### src/rtl/lfsr_rng_bank_pkg.sv
// Shared constants, FSM state type and helper functions for the LFSR random bank.
// The output bit-index function is used by both the RTL mapping and the bench model.
package lfsr_rng_pkg;

    localparam logic [15:0] DEF_TAP_MASK = 16'h8016;
    localparam logic [15:0] DEF_SEED_RST = 16'hACE1;

    typedef enum logic [0:0] {
        IDLE  = 1'b0,
        BURST = 1'b1
    } state_e;

    // Bit j of output word k comes from D[(k + j*S) mod w], with odd stride S = 1 + 2*(k div w).
    function automatic int out_bit_idx(input int k, input int j, input int w);
        return (k + j * (1 + 2 * (k / w))) % w;
    endfunction

    function automatic logic xor_reduce32(input logic [31:0] v);
        return ^v;
    endfunction

endpackage

### src/rtl/lfsr_rng_bank_if.sv
// Control/status bundle for the LFSR random bank: seed/burst controls in, handshake and words out.
interface lfsr_rng_bank_if #(
    parameter int LFSR_W  = 16,
    parameter int NUM_OUT = 32,
    parameter int OUT_W   = 8,
    parameter int CNT_W   = 16
) ();
    logic                     EN;
    logic                     LOAD;
    logic [LFSR_W-1:0]        SEED;
    logic                     START;
    logic [CNT_W-1:0]         LEN;
    logic                     BUSY;
    logic                     DONE;
    logic                     LOCKUP;
    logic                     VALID;
    logic [NUM_OUT*OUT_W-1:0] OUT;

    modport master (
        output EN, LOAD, SEED, START, LEN,
        input  BUSY, DONE, LOCKUP, VALID, OUT
    );

    modport slave (
        input  EN, LOAD, SEED, START, LEN,
        output BUSY, DONE, LOCKUP, VALID, OUT
    );
endinterface

### src/rtl/lfsr_rng_bank_core.sv
// Fibonacci LFSR state register with seed load; a zero seed is replaced by the reset seed
// and flagged, so the all-zero lock-up state can never be entered.
module lfsr_core
    import lfsr_rng_pkg::*;
#(
    parameter int                LFSR_W   = 16,
    parameter logic [LFSR_W-1:0] TAP_MASK = LFSR_W'(DEF_TAP_MASK),
    parameter logic [LFSR_W-1:0] SEED_RST = LFSR_W'(DEF_SEED_RST)
) (
    input  logic              clk,
    input  logic              rst,
    input  logic              load,
    input  logic              step,
    input  logic [LFSR_W-1:0] seed,
    output logic [LFSR_W-1:0] d,
    output logic              lockup
);

    logic [LFSR_W-1:0] d_r;
    logic              lockup_r;
    logic              fb_s;
    logic              seed_zero_s;

    // Feedback tap parity and zero-seed detect
    always_comb begin
        fb_s        = xor_reduce32(32'(d_r & TAP_MASK));
        seed_zero_s = (seed == {LFSR_W{1'b0}});
    end

    // State register: reset > load > step
    always_ff @(posedge clk) begin
        if (rst) begin
            d_r      <= SEED_RST;
            lockup_r <= 1'b0;
        end else if (load) begin
            if (seed_zero_s) begin
                d_r      <= SEED_RST;
                lockup_r <= 1'b1;
            end else begin
                d_r      <= seed;
                lockup_r <= 1'b0;
            end
        end else if (step) begin
            d_r      <= {d_r[LFSR_W-2:0], fb_s};
            lockup_r <= 1'b0;
        end else begin
            lockup_r <= 1'b0;
        end
    end

    assign d      = d_r;
    assign lockup = lockup_r;

endmodule

### src/rtl/lfsr_rng_bank.sv
// Bank of NUM_OUT decorrelated random words from one LFSR, with free-run enable,
// seed load and a counted burst mode reporting BUSY/DONE.
module lfsr_rng_bank
    import lfsr_rng_pkg::*;
#(
    parameter int                LFSR_W   = 16,
    parameter logic [LFSR_W-1:0] TAP_MASK = LFSR_W'(DEF_TAP_MASK),
    parameter logic [LFSR_W-1:0] SEED_RST = LFSR_W'(DEF_SEED_RST),
    parameter int                NUM_OUT  = 32,
    parameter int                OUT_W    = 8,
    parameter int                CNT_W    = 16
) (
    input  logic         TRIG,
    input  logic         RESET,
    lfsr_rng_bank_if.slave bus
);

    localparam logic [CNT_W-1:0] CNT_ZERO = {CNT_W{1'b0}};
    localparam logic [CNT_W-1:0] CNT_ONE  = CNT_W'(1);

    state_e                   state_r;
    logic [CNT_W-1:0]         cnt_r;
    logic                     busy_r;
    logic                     done_r;
    logic                     valid_r;
    logic                     step_s;
    logic                     lockup_s;
    logic [LFSR_W-1:0]        d_s;
    logic [NUM_OUT*OUT_W-1:0] out_s;

    // Step decision; the START cycle in IDLE never steps, and EN is ignored during a burst
    always_comb begin
        step_s = 1'b0;
        if (RESET || bus.LOAD) begin
            step_s = 1'b0;
        end else if (state_r == BURST) begin
            step_s = 1'b1;
        end else if (bus.EN && !bus.START) begin
            step_s = 1'b1;
        end else begin
            step_s = 1'b0;
        end
    end

    lfsr_core #(
        .LFSR_W   (LFSR_W),
        .TAP_MASK (TAP_MASK),
        .SEED_RST (SEED_RST)
    ) u_core (
        .clk    (TRIG),
        .rst    (RESET),
        .load   (bus.LOAD),
        .step   (step_s),
        .seed   (bus.SEED),
        .d      (d_s),
        .lockup (lockup_s)
    );

    // Burst FSM with counter and registered handshake flags
    always_ff @(posedge TRIG) begin
        if (RESET) begin
            state_r <= IDLE;
            cnt_r   <= CNT_ZERO;
            busy_r  <= 1'b0;
            done_r  <= 1'b0;
            valid_r <= 1'b0;
        end else begin
            valid_r <= step_s;
            if (bus.LOAD) begin
                state_r <= IDLE;
                cnt_r   <= CNT_ZERO;
                busy_r  <= 1'b0;
                done_r  <= 1'b0;
            end else begin
                case (state_r)
                    IDLE: begin
                        if (bus.START && (bus.LEN != CNT_ZERO)) begin
                            state_r <= BURST;
                            cnt_r   <= bus.LEN;
                            busy_r  <= 1'b1;
                            done_r  <= 1'b0;
                        end else if (bus.START) begin
                            done_r  <= 1'b1;
                        end else begin
                            done_r  <= 1'b0;
                        end
                    end
                    BURST: begin
                        if (cnt_r == CNT_ONE) begin
                            state_r <= IDLE;
                            cnt_r   <= CNT_ZERO;
                            busy_r  <= 1'b0;
                            done_r  <= 1'b1;
                        end else begin
                            cnt_r   <= cnt_r - CNT_ONE;
                            done_r  <= 1'b0;
                        end
                    end
                    default: begin
                        state_r <= IDLE;
                        cnt_r   <= CNT_ZERO;
                        busy_r  <= 1'b0;
                        done_r  <= 1'b0;
                    end
                endcase
            end
        end
    end

    // Pure wiring from the state register: each word samples D with its own stride
    for (genvar k = 0; k < NUM_OUT; k++) begin : g_word
        for (genvar j = 0; j < OUT_W; j++) begin : g_bit
            localparam int IDX = out_bit_idx(k, j, LFSR_W);
            assign out_s[k*OUT_W + j] = d_s[IDX];
        end
    end

    assign bus.OUT    = out_s;
    assign bus.BUSY   = busy_r;
    assign bus.DONE   = done_r;
    assign bus.LOCKUP = lockup_s;
    assign bus.VALID  = valid_r;

endmodule
### src/flat_wrapper.sv
// flat-port wrapper written by rule: the top's interface ports become plain ports
module lfsr_rng_bank_flat import lfsr_rng_pkg::*;
#(
    parameter int                LFSR_W   = 16,
    parameter logic [LFSR_W-1:0] TAP_MASK = LFSR_W'(DEF_TAP_MASK),
    parameter logic [LFSR_W-1:0] SEED_RST = LFSR_W'(DEF_SEED_RST),
    parameter int                NUM_OUT  = 32,
    parameter int                OUT_W    = 8,
    parameter int                CNT_W    = 16
)
  (TRIG, RESET, bus_EN, bus_LOAD, bus_SEED, bus_START, bus_LEN, bus_BUSY, bus_DONE, bus_LOCKUP, bus_VALID, bus_OUT);
  lfsr_rng_bank_if #(.LFSR_W(LFSR_W), .NUM_OUT(NUM_OUT), .OUT_W(OUT_W), .CNT_W(CNT_W)) bus_i ();
  input  logic TRIG;
  input  logic RESET;
  input wire logic [$bits(bus_i.EN)-1:0] bus_EN;
  input wire logic [$bits(bus_i.LOAD)-1:0] bus_LOAD;
  input wire logic [$bits(bus_i.SEED)-1:0] bus_SEED;
  input wire logic [$bits(bus_i.START)-1:0] bus_START;
  input wire logic [$bits(bus_i.LEN)-1:0] bus_LEN;
  output wire logic [$bits(bus_i.BUSY)-1:0] bus_BUSY;
  output wire logic [$bits(bus_i.DONE)-1:0] bus_DONE;
  output wire logic [$bits(bus_i.LOCKUP)-1:0] bus_LOCKUP;
  output wire logic [$bits(bus_i.VALID)-1:0] bus_VALID;
  output wire logic [$bits(bus_i.OUT)-1:0] bus_OUT;
  assign bus_i.EN = bus_EN;
  assign bus_i.LOAD = bus_LOAD;
  assign bus_i.SEED = bus_SEED;
  assign bus_i.START = bus_START;
  assign bus_i.LEN = bus_LEN;
  assign bus_BUSY = bus_i.BUSY;
  assign bus_DONE = bus_i.DONE;
  assign bus_LOCKUP = bus_i.LOCKUP;
  assign bus_VALID = bus_i.VALID;
  assign bus_OUT = bus_i.OUT;
  lfsr_rng_bank #(.LFSR_W(LFSR_W), .TAP_MASK(TAP_MASK), .SEED_RST(SEED_RST), .NUM_OUT(NUM_OUT), .OUT_W(OUT_W), .CNT_W(CNT_W)) u_core (.TRIG(TRIG), .RESET(RESET), .bus(bus_i));
endmodule
### config.mk
export PLATFORM = sky130hd
export DESIGN_NAME = lfsr_rng_bank_flat
export DESIGN_NICKNAME = d
export VERILOG_FILES = /design/src/rtl/lfsr_rng_bank_pkg.sv /design/src/rtl/lfsr_rng_bank_if.sv /design/src/rtl/lfsr_rng_bank_core.sv /design/src/rtl/lfsr_rng_bank.sv /design/src/flat_wrapper.sv
export SDC_FILE = /design/constraint.sdc
export NUM_CORES = 1
export LEC_CHECK = 0
export ABC_AREA = 1
export BUFFER_PORTS_ARGS = -buffer_cell sky130_fd_sc_hd__buf_2
export CORE_AREA = 2 2 114 116
export DETAILED_ROUTE_END_ITERATION = 8
export DIE_AREA = 0 0 116 118
export PLACE_DENSITY = 0.67
export SYNTH_ARGS = -nofsm -noshare
export SYNTH_HDL_FRONTEND = slang
export SYNTH_SLANG_ARGS = --single-unit
### constraint.sdc
create_clock -name TRIG -period 1.3 [get_ports TRIG]
set_clock_uncertainty 0.1 [all_clocks]
set_input_delay 0.26 -clock TRIG [delete_from_list [all_inputs] [get_ports TRIG]]
set_output_delay 0.26 -clock TRIG [all_outputs]
set_load 0.01 [all_outputs]
## Word-level counts from Yosys, hierarchy flattened

Cells that the tools add are included.

| storage, ports and cells | value |
|---|---|
| flip-flop bits (word level) | 37 |
| word-level logic and storage cells | 44 |
| bits of input ports | 37 |

| cells by class | value |
|---|---|
| bitwise gates (word level) | 2 |
| $add $sub $neg | 1 |
| muxes and demuxes | 20 |
| reduce and logical (&&, ||, !) cells | 11 |
| equality and inequality tests | 3 |

Operators with widths:

| operator | number |
|---|---|
| 16-bit 2-to-1 mux | 5 |
| 16-bit case mux with 2 select lines | 1 |
| 32-bit parity | 1 |
| 16-bit by 1-bit equality test with 1-bit output, second input constant | 1 |
| 16-bit logical NOT | 1 |
| 16-bit nonzero test | 1 |
| 16-bit by 1-bit subtractor with 16-bit output, second input constant | 1 |
| 1-bit 2-to-1 mux | 11 |
| 1-bit case mux with 2 select lines | 3 |
| 2-bit OR reduction | 2 |
| 1-bit logical AND | 2 |
| 2-bit by 1-bit != test with 1-bit output, second input constant | 1 |
| 2-bit != test, second input constant | 1 |
| 1-bit inverter | 2 |
| 2-bit AND reduction | 1 |
| 2-bit nonzero test | 1 |
| 1-bit logical NOT | 1 |
| 1-bit logical OR | 1 |

## Depth between registers and ports, before layout

Gate-level depths: netlist of the first run.

| logic depth | value |
|---|---|
| word-level depth | 7 |
| depth in mapped cells | 10 |
| depth with buffers taken out | 10 |

## Hierarchy

Synthesis of the first run repeated with hierarchy kept, for this count alone.

| second synthesis, totals | value |
|---|---|
| cells, all modules | 590 |
| area, all modules | 4032.6 µm² |

Modules (own cells, without submodules):

| module | area each (µm²) | sequential area each (µm²) | cells each | instances |
|---|---|---|---|---|
| lfsr_rng_bank | 3168.0 | 400.4 | 467 | 1 |
| lfsr_core | 864.6 | 340.3 | 123 | 1 |

## Worst setup path after synthesis of the first run

Ideal clock, no wire load.

| path | value |
|---|---|
| kind | register to register |
| start | register u_core.cnt_r[1] |
| end | register u_core.cnt_r[0] |
| stages on the path, launching flop included | 11 |
| period minus slack after synthesis | 1.351 ns |
| path buffers | 1 |
| data arrival time | 1.136 ns |
| setup slack | -0.051 ns |
| data required time | 1.084 ns |
| library setup time | 0.116 ns |
| path through | dfxtp_1 inv_1 ha_1 nand2_1 nor2_2 nand2_4 nand2_2 buf_6 nor2_1 nor2_1 nor2_1 |

| between the ends | value |
|---|---|
| word-level cells in the longest chain between the ends | 3 |

Ends and longest elaborated chain:

| item | RTL line | text |
|---|---|---|
| start, declared | lfsr_rng_bank.sv:22 | `logic [CNT_W-1:0] cnt_r;` |
| start signal, assigned | lfsr_rng_bank.sv:79 | `cnt_r <= bus.LEN;` |
| start signal, assigned | lfsr_rng_bank.sv:95 | `cnt_r <= cnt_r - CNT_ONE;` |
| 16-bit by 1-bit equality test with 1-bit output | lfsr_rng_bank.sv:89 | `if (cnt_r == CNT_ONE) begin` |
| 16-bit 2-to-1 mux | lfsr_rng_bank.sv:89 |  |
| 16-bit case mux with 2 select lines | lfsr_rng_bank.sv:75 | `case (state_r)` |

Every way passes these cells.
A chain may end at the register's enable or synchronous reset.

## Worst setup path after layout of the first run

| path | value |
|---|---|
| start | register u_core.cnt_r[2] |
| end | register u_core.cnt_r[15] |

| between the ends | value |
|---|---|
| word-level cells in the longest chain between the ends | 3 |

Ends and longest elaborated chain:

| item | RTL line |
|---|---|
| 16-bit by 1-bit subtractor with 16-bit output / 16-bit by 1-bit equality test with 1-bit output (equally long branches) | lfsr_rng_bank.sv:95, lfsr_rng_bank.sv:89 |
| 16-bit 2-to-1 mux * | lfsr_rng_bank.sv:89 |
| 16-bit case mux with 2 select lines * | lfsr_rng_bank.sv:75 |

Mark *: on every way between the ends. The rest lies on a longest branch, timed or not.

==> results.yml, run 1 <==
outcome:
  status: "finished with violations"
  violations: "negative setup slack"
clocking:
  clockRootBuffer: "clkbuf_16"
  cts_buffers: 5
  clkTransAtPathRegs_ps: 60
  clockBufferDepth: 2
  holdBufCountCts: 0
  cts.htree.levels: 2
  cts_tree: "done"
  clk_latency_ps: 280
  clkSinkCount: 37
sta:
  worstMarginPinSlew_ps: 380
  grt_setup_unrepaired: "true"
  drv_slew: 0
  setup_slack_ps: -124
  period_minus_slack_ps: 1420
  fmax_mhz: 702
  fin_crit_sh_pct: 110
  whs_ps: 136
  finalHoldViolations: 0
  slew_headroom_pct: 74.6
  setup_violations: 56
critical_path:
  worst-r2r-setup-slack_ps: -120
  cpMostUsedCell: "buf_4"
  arrival_ps: 1530
  max_stage_delay_ps: 390
  worstPathCellList: "nor2_4 > buf_4 > buf_4 > nand2_1 > nor2_2 > a21oi_2 > nand3_1 > a21oi_1"
  end_kind: "register"
  crit_type: "register to register"
  cp_max_fo: 5
  crit_slowest_cell: "dfxtp_2"
  critPathLaunchType: "register"
  critical_path_required_ps: 1410
global_routing:
  grt_pass1_wl_mm: 16.2
  track_usage_pct: 14.8
  grt_overflow: 0
  grt_max_degree: 26
  grt_pass1_vias: 3172
  antenna_found_initial: 0
synthesis:
  syn_nets: 643
  syn_inst: 604
  ys_seq_area_share_pct: 18.0
  ys_types: 31
  ys_ff_latch: 37
  syn_area_um2: 4120
  synth_edf_count: 0
  async_reset_ff_share_pct: 0
  syn_avg_cell_area_um2: 6.82
  ys_warn_count: 0
  yosys_most_used_dff: "dfxtp_1"
drt:
  drc: 0
  vias: 3856
  via_per_inst: 4.21
  first_pass_iters: 4
  antenna_left: 0
  wl_mm: 12.0
  wire_per_inst_um: 13.1
  drt_iter0_drc: 173
finish:
  area_delta_synth_final_pct: 34.9
  fin_nets: 781
  final_common_cell: "buf_2"
  fillers: 1269
  fin_cells: 915
  regArea_um2: 811
  multi_input_area_um2: 1560
  diodes: 0
  most-common-layout-cells: "buf_2, nand2_1, nor2_1"
  drive_gt1_share_pct: 63.9
placement:
  gp_congestion: 0.863
  numPortBuffers: 296
  dp_hpwl_mm: 8.55
  dp_slack_ps: -216
  dp.cells: 885
pwr:
  leakage_nw: 3.01
  cellPowerDensity_nw_per_um2: 935
  ir_drop_mv: 0.446
floorplan:
  die-area_um2: 13700
  dieHeight_um: 118
  die_w_um: 116
  core_um2: 12400
  initial_utilization_pct: 33.2
  boundaryPins: 297
  num_rows: 41
hold_path:
  hold_path_class: "input port to register"
job:
  max_cap_viol_count: 0
## cells in the mapped netlist, drive strengths merged (2+ instances only)
master | instances | share of area, %
buf | 247 | 45
nand2 | 112 | 11
nor2 | 93 | 9.9
dfxtp | 37 | 18
inv | 26 | 2.4
nand3 | 23 | 2.8
a21oi | 12 | 1.6
o21ai | 12 | 1.5
o21bai | 11 | 2.0
o221ai | 5 | 1.1
clkbuf | 4 | 0.36
xor2 | 4 | 0.85
a22oi | 3 | 0.55
nand4 | 3 | 0.46
xnor2 | 3 | 0.64
a31oi | 2 | 0.30
ha | 2 | 0.61
nor3 | 2 | 0.24
## flip-flops by register name, summed over array words and instances (netlist names)
signal	cells
u_core.cnt_r	16
u_core.u_core.d	16
u_core.bus.BUSY	1
u_core.bus.DONE	1
u_core.bus.VALID	1
u_core.state_r	1
u_core.u_core.lockup	1
## per-layer routing
| layer | vias to the layer above | track usage [%] | wire, um |
|---|---|---|---|
| met4 | 0 | 4.17 | 130 |
| met5 | - | 0 | 0 |
| met1 | 1734 | 19.1 | 5230 |
| met2 | 192 | 25.4 | 5750 |
| li1 | 1921 | - | - |
| met3 | 9 | 2.21 | 872 |
## area by class of cell
type | count | share of cell area (%)
timing repair buffer | 382 | 48.0
multi-input combinational | 289 | 28.0
sequential | 37 | 14.6
tap | 172 | 3.87
clock buffer | 5 | 2.25
inverter | 27 | 2.16
clock inverter | 3 | 1.17
## stage by stage
stage                     TNS [ps]  util [%]  total power [mW]  area, um2
final                        -2280      44.8              5.20       5560
after global routing         -5260      44.8              5.47       5560
after global placement       -2790      36.2              3.18       4500
after floorplan              -82.7         -              3.00       4160
after detailed placement     -3310      36.2              3.20       4500
after CTS                    -1280      39.1              4.86       4850
## critical path, delay by kind of cell, from the launching register on
family / cells / cell delay, ps
and+or+nand+nor: 4 / 270
buffers and inverters: 2 / 250
AOI/OAI and AO/OA: 2 / 330
DFF: 1 / 390
## power breakdown
| group | switching (mW) | internal, mW | leakage, nW |
|---|---|---|---|
| Clock | 0.498 | 1.10 | 0.0938 |
| Sequential | 0.132 | 1.20 | 0.314 |
| Combinational | 1.17 | 1.10 | 2.60 |
## cells by family (layout without fill, tap and decap cells)
logic type,Yosys count,in the layout,share of synthesized area [%]
adders and majority gates,2,2,0.607
xor gates and xnor gates,7,7,1.49
buffers and inverters,278,417,48.0
and+or+nand+nor,234,234,24.7
AOI/OAI and AO/OA,46,46,7.19
DFF,37,37,18.0
## what timing repair did
item	in CTS	in global routing
gates resized for setup	52	102
buffers inserted	3	11
gates cloned	0	8
endpoints found under the setup margin	249	197
pin swaps	6	5
## final timing paths
| path | endpoint | cells past startpoint | startpoint |
|---|---|---|---|
| max | u_core.cnt_r[15] | 8 | u_core.cnt_r[2] |
| min | u_core.u_core.d[8] | 3 | bus_SEED[8] |
| max reg2reg | u_core.cnt_r[15] | 8 | u_core.cnt_r[2] |
| min reg2reg | u_core.bus.BUSY | 2 | u_core.bus.BUSY |
Power figures use the tool's default switching activity.
==> run 2: changes to the inputs <==
SETUP_SLACK_MARGIN = 0.02   (was unset)
==> run 2 against run 1 <==
Effect of this change: the run still ends with negative setup slack left; clock power grew 3%; hold slack gained 1.7 ps; sequential share of layout area shrank 2.3 points; global-route usage grew 1.7 points; critical path depth grew 2; cell count grew 3.0%; highest routed layer is now met5.
==> results.yml, run 2 (synthesized netlist as in run 1, its figures left out) <==
outcome:
  status: "finished with violations"
  violations: "negative setup slack"
pwr:
  cellPowerDensity_nw_per_um2: 875
  switching_power_mw: 1.98
  comb_power_share_pct: 49.1
  leakage_nw: 3.46
  internal_power_mw: 3.86
  power_frac_seq_pct: 22.9
  clkPwrFrac_pct: 28.0
  ir_drop_mv: 0.703
  p_sw_share_pct: 33.9
critical_path:
  end_kind: "register"
  cpMostUsedCell: "nand2_4"
  max_stage_delay_ps: 340
  crit_slowest_cell: "dfxtp_2"
  rr_worst_depth: 10
  worstPathCellList: "inv_4 > ha_4 > nand2_4 > nor2_4 > nand2_4 > buf_6 > nand3_1 > nand2_1 > nor2_2 > nor2_1"
  critical_path_required_ps: 1370
  r2r-start: "u_core.cnt_r[1]"
  critPathLaunchType: "register"
  reg2reg_to: "u_core.cnt_r[3]"
  crit_type: "register to register"
  worst-r2r-setup-slack_ps: -150
  cp_max_fo: 4
  arrival_ps: 1520
finish:
  fin_nets: 807
  area_delta_synth_final_pct: 62.0
  final_common_cell: "buf_6"
  most-common-layout-cells: "buf_6, buf_2, nand2_1"
  drive_gt1_share_pct: 66.8
floorplan:
  initial_utilization_pct: 33.2
  die-area_um2: 13700
  dieHeight_um: 118
  boundaryPins: 297
  die_w_um: 116
  num_rows: 41
  core_um2: 12400
hold_path:
  hold_start: "bus_SEED[15]"
  hold_depth: 3
  hold_path_class: "input port to register"
  min_to: "u_core.u_core.d[15]"
clocking:
  clkTransAtPathRegs_ps: 60
  cts.htree.levels: 2
  clkSinkCount: 37
  clockRootBuffer: "clkbuf_16"
  cts_tree: "done"
  holdBufCountCts: 0
  clockBufferDepth: 2
  cts_buffers: 5
  clk_latency_ps: 290
global_routing:
  grt_max_degree: 26
  grt_pass1_vias: 3364
  grt_overflow: 0
  track_usage_pct: 16.5
  grt_pass1_wl_mm: 18.0
  antenna_found_initial: 3
sta:
  tns_ps: -2120
  drv_slew: 0
  slew_headroom_pct: 71.3
  setup_slack_ps: -151
  worstMarginPinSlew_ps: 430
  fmax_mhz: 689
  setup_violations: 58
  finalHoldViolations: 0
  grt_setup_unrepaired: "true"
  fin_crit_sh_pct: 112
  whs_ps: 138
  period_minus_slack_ps: 1450
placement:
  dp_hpwl_mm: 8.75
  numPortBuffers: 296
  gp_congestion: 0.841
drt:
  via_per_inst: 4.25
  drc: 0
  wl_mm: 13.8
  antenna_left: 0
  vias: 4008
  first_pass_iters: 4
  drt_iter0_drc: 236
  wire_per_inst_um: 14.6
job:
  max_cap_viol_count: 0
-- run 2: cell count changes in the layout (fill, tap and decap cells not counted), moves of 3 or more --
cell	previous run	this run
buf_6	54	171
buf_2	246	133
buf_8	1	13
buf_4	67	77
buf_16	0	4
nor2_1	68	64
nor2_4	10	14
buf_12	8	5
nand2_1	97	94
-- run 2: critical path: cells and delay by family, from the launching register on --
kind / cells / cell delay (ps)
buf+inv: 2 / 200
simple gates: 7 / 540
flops: 1 / 340
fa+ha+maj: 1 / 160
-- run 2: metal layers --
layer / GRT usage [%] / part of all wire [%] / vias up
met1: 20.5 / 40 / 1837
met5: 0 / 0.094 / -
li1: - / - / 1976
met3: 3.35 / 7.3 / 16
met4: 2.90 / 0.76 / 2
met2: 29.3 / 51 / 177
-- run 2: worst max-delay path by stage --
stage | start | to | slack [ps] | cells past startpoint
global placement | bus_LEN[12] | u_core.cnt_r[2] | -240 | 10
detailed placement | bus_LEN[14] | u_core.cnt_r[3] | -280 | 10
global route | u_core.cnt_r[2] | u_core.cnt_r[4] | -230 | 9
CTS | u_core.cnt_r[1] | u_core.cnt_r[3] | -100 | 10
finish | u_core.cnt_r[1] | u_core.cnt_r[3] | -150 | 10
floorplan | u_core.cnt_r[12] | u_core.cnt_r[7] | -9 | 9
-- run 2: metrics by stage --
stage          utilization (%)  setup WS [ps]  area (um2)  power, mW  cells
6_report                  53.8           -151        6680       5.84    942
3_5_place_dp              36.7           -277        4560       3.22    891
3_3_place_gp              36.7           -238        4560       3.21    891
5_1_grt                   53.8           -230        6680       6.15    941
4_1_cts                   43.6          -95.5        5410       5.19    921
2_1_floorplan                -          -8.52        4180       3.01    604
-- run 2: layout make-up --
cell class / count / area (um2)
antenna: 1 / 2.50
clock buffer: 5 / 125
clock inverter: 3 / 68.8
fill: 1129 / 5740
inverter: 27 / 115
multi-input combinational: 289 / 1630
sequential: 37 / 817
tap: 172 / 215
timing repair buffer: 408 / 3700
-- run 2: what timing repair did --
action	4_1_cts	5_1_grt
setup endpoints to repair	266	232
pin swaps	6	16
setup buffers	16	17
resized for setup	106	203
gates cloned	6	7
-- run 2: power by group through the flow --
stage / Clock, mW / Sequential (mW) / Combinational (mW)
after floorplan: 0 / 1.42 / 1.59
after detailed placement: 0 / 1.34 / 1.89
after CTS: 1.65 / 1.34 / 2.20
final: 1.63 / 1.34 / 2.87
after global placement: 0 / 1.33 / 1.87
after global routing: 1.71 / 1.35 / 3.08
==> run 3: changes to the inputs <==
ABC_AREA = unset   (was 1)
BUFFER_PORTS_ARGS = -buffer_cell sky130_fd_sc_hd__clkbuf_2   (was -buffer_cell sky130_fd_sc_hd__buf_2)
CORE_AREA = 2 2 115 117   (was 2 2 114 116)
DIE_AREA = 0 0 117 119   (was 0 0 116 118)
PLACE_DENSITY = 0.64   (was 0.67)
==> run 3 against run 2 <==
Effect of this change: the flow still finishes with violations (negative setup slack); wire length decreased by 0.16%; register-to-register slack worse by 290 ps; clock power fell by 28%; utilization up 0.22 points; sequential power barely moved; worst setup slack lost 290 ps; hold slack got worse by 5.8 ps; synthesized area is 6.7% lower; first-iteration DRC count down 54%; via count shrank 6.5%; maximum frequency fell by 17%; critical endpoint is now u_core.cnt_r[12]; largest cell class unchanged.
==> results.yml, run 3 <==
clocking:
  holdBufCountCts: 0
  clockBufferDepth: 2
  clk_latency_ps: 280
  clkTransAtPathRegs_ps: 60
  clockRootBuffer: "clkbuf_16"
  cts.htree.levels: 2
  cts_tree: "done"
  clkSinkCount: 37
  cts_buffers: 5
critical_path:
  cp_max_fo: 7
  critical_path_required_ps: 1360
  critPathLaunchType: "register"
  crit_type: "register to register"
  end_kind: "register"
  arrival_ps: 1800
synthesis:
  syn_avg_cell_area_um2: 8.14
  ys_types: 54
  synth_common_cells: "buf_4, dfxtp_1, a21oi_1, nor2_1, o21ai_0"
  ys_seq_area_share_pct: 19.3
  async_reset_ff_share_pct: 0
  syn_nets: 511
  ys_warn_count: 0
  synth_area_leaders: "buf_4, dfxtp_1, a21oi_1"
  syn_area_um2: 3840
  yosysMostFrequentCell: "buf_4"
  ys_ff_latch: 37
  yosysTopAreaCellShare_pct: 47.3
  synth_edf_count: 0
  synth_top_area_cell: "buf_4"
  syn_inst: 472
  yosys_most_used_dff: "dfxtp_1"
hold_path:
  hold_path_class: "input port to register"
global_routing:
  grt_max_degree: 19
  track_usage_pct: 14.9
  grt_pass1_vias: 3037
  antenna_found_initial: 1
  grt_pass1_wl_mm: 16.1
  grt_overflow: 0
sta:
  setup_slack_ps: -441
  tns_ps: -10500
  period_minus_slack_ps: 1740
  whs_ps: 132
  finalHoldViolations: 0
  drv_slew: 0
  fin_crit_sh_pct: 134
  grt_setup_unrepaired: "true"
  worstMarginPinSlew_ps: 402
  setup_violations: 77
  fmax_mhz: 574
  slew_headroom_pct: 73.2
finish:
  regArea_um2: 817
  fillers: 1111
  drive_gt1_share_pct: 81.4
  most-common-layout-cells: "buf_6, clkbuf_2, buf_4"
  diodes: 0
  fin_nets: 720
  final_common_cell: "buf_6"
  area_delta_synth_final_pct: 80.9
  post-route-util_pct: 54.0
  multi_input_area_um2: 1580
pwr:
  cellPowerDensity_nw_per_um2: 804
  ir_drop_mv: 0.606
  leakage_nw: 3.33
drt:
  wl_mm: 13.7
  antenna_left: 0
  wire_per_inst_um: 16.0
  via_per_inst: 4.37
  first_pass_iters: 4
  drc: 0
  drt_iter0_drc: 108
  vias: 3747
floorplan:
  die-area_um2: 13900
  die_w_um: 117
  boundaryPins: 297
  num_rows: 42
  core_um2: 12900
  initial_utilization_pct: 29.9
  dieHeight_um: 119
placement:
  gp_congestion: 0.848
  dp_hpwl_mm: 7.98
  numPortBuffers: 296
outcome:
  violations: "negative setup slack"
  status: "finished with violations"
job:
  max_cap_viol_count: 0
-- run 3: logic make-up (layout without fill, tap and decap cells) --
group | after synthesis | after routing | share of synthesized area (%)
compound gates | 83 | 84 | 16.2
fa+ha+maj | 2 | 2 | 0.651
flops | 37 | 37 | 19.3
xor+xnor | 9 | 9 | 2.05
buf+inv | 265 | 474 | 49.8
simple gates | 76 | 76 | 11.9
-- run 3: worst max-delay path, cell delays in order, from the launching register on --
cell and delay [ps]:
dfxtp_4 350, buf_4 140, nor4b_4 270, a41oi_2 250
buf_6 210, o21a_1 100, o21ai_1 120, a21oi_1 80
-- run 3: final cells by class --
class	count	share of cell area, %
Timing Repair Buffer	453	59.6
Multi-Input combinational cell	171	22.7
Sequential cell	37	11.7
Tap cell	176	3.17
Clock buffer	6	1.85
Inverter	13	0.810
Clock inverter	2	0.144
-- run 3: repair_timing --
item                       in CTS  in global routing
setup endpoints to repair     291                272
pin swaps                      21                 36
setup buffers                  28                 34
gates cloned                   11                  6
resized for setup              87                396
-- run 3: final timing paths --
kind | start | endpoint | slack, ps | cells past startpoint
max | u_core.cnt_r[3] | u_core.cnt_r[12] | -440 | 7
min | bus_SEED[6] | u_core.u_core.d[6] | 130 | 3
max reg2reg | u_core.cnt_r[3] | u_core.cnt_r[12] | -440 | 7
min reg2reg | u_core.bus.BUSY | u_core.bus.BUSY | 420 | 2
-- run 3: metal layers --
metal | part of all wire (%) | track usage [%] | vias up
met3 | 5.1 | 3.41 | 20
met4 | 1.6 | 3.16 | 0
li1 | - | - | 1789
met1 | 36 | 17.4 | 1784
met5 | 0 | 0 | -
met2 | 57 | 27.2 | 154
-- run 3: power breakdown --
part	switching (mW)	internal (mW)	total, mW
Sequential	0.116	1.20	1.31
Clock	0.467	0.704	1.17
Combinational	1.34	1.77	3.11
-- run 3: per-stage QoR --
stage                     area, um2  setup WS [ps]  std cells  power (mW)
after floorplan                4010           -383        472        2.96
after global placement         4560           -486        782        3.22
after detailed placement       4560           -490        782        3.23
after CTS                      5460           -419        829        4.79
after global routing           6950           -534        858        5.85
final                          6950           -441        858        5.59
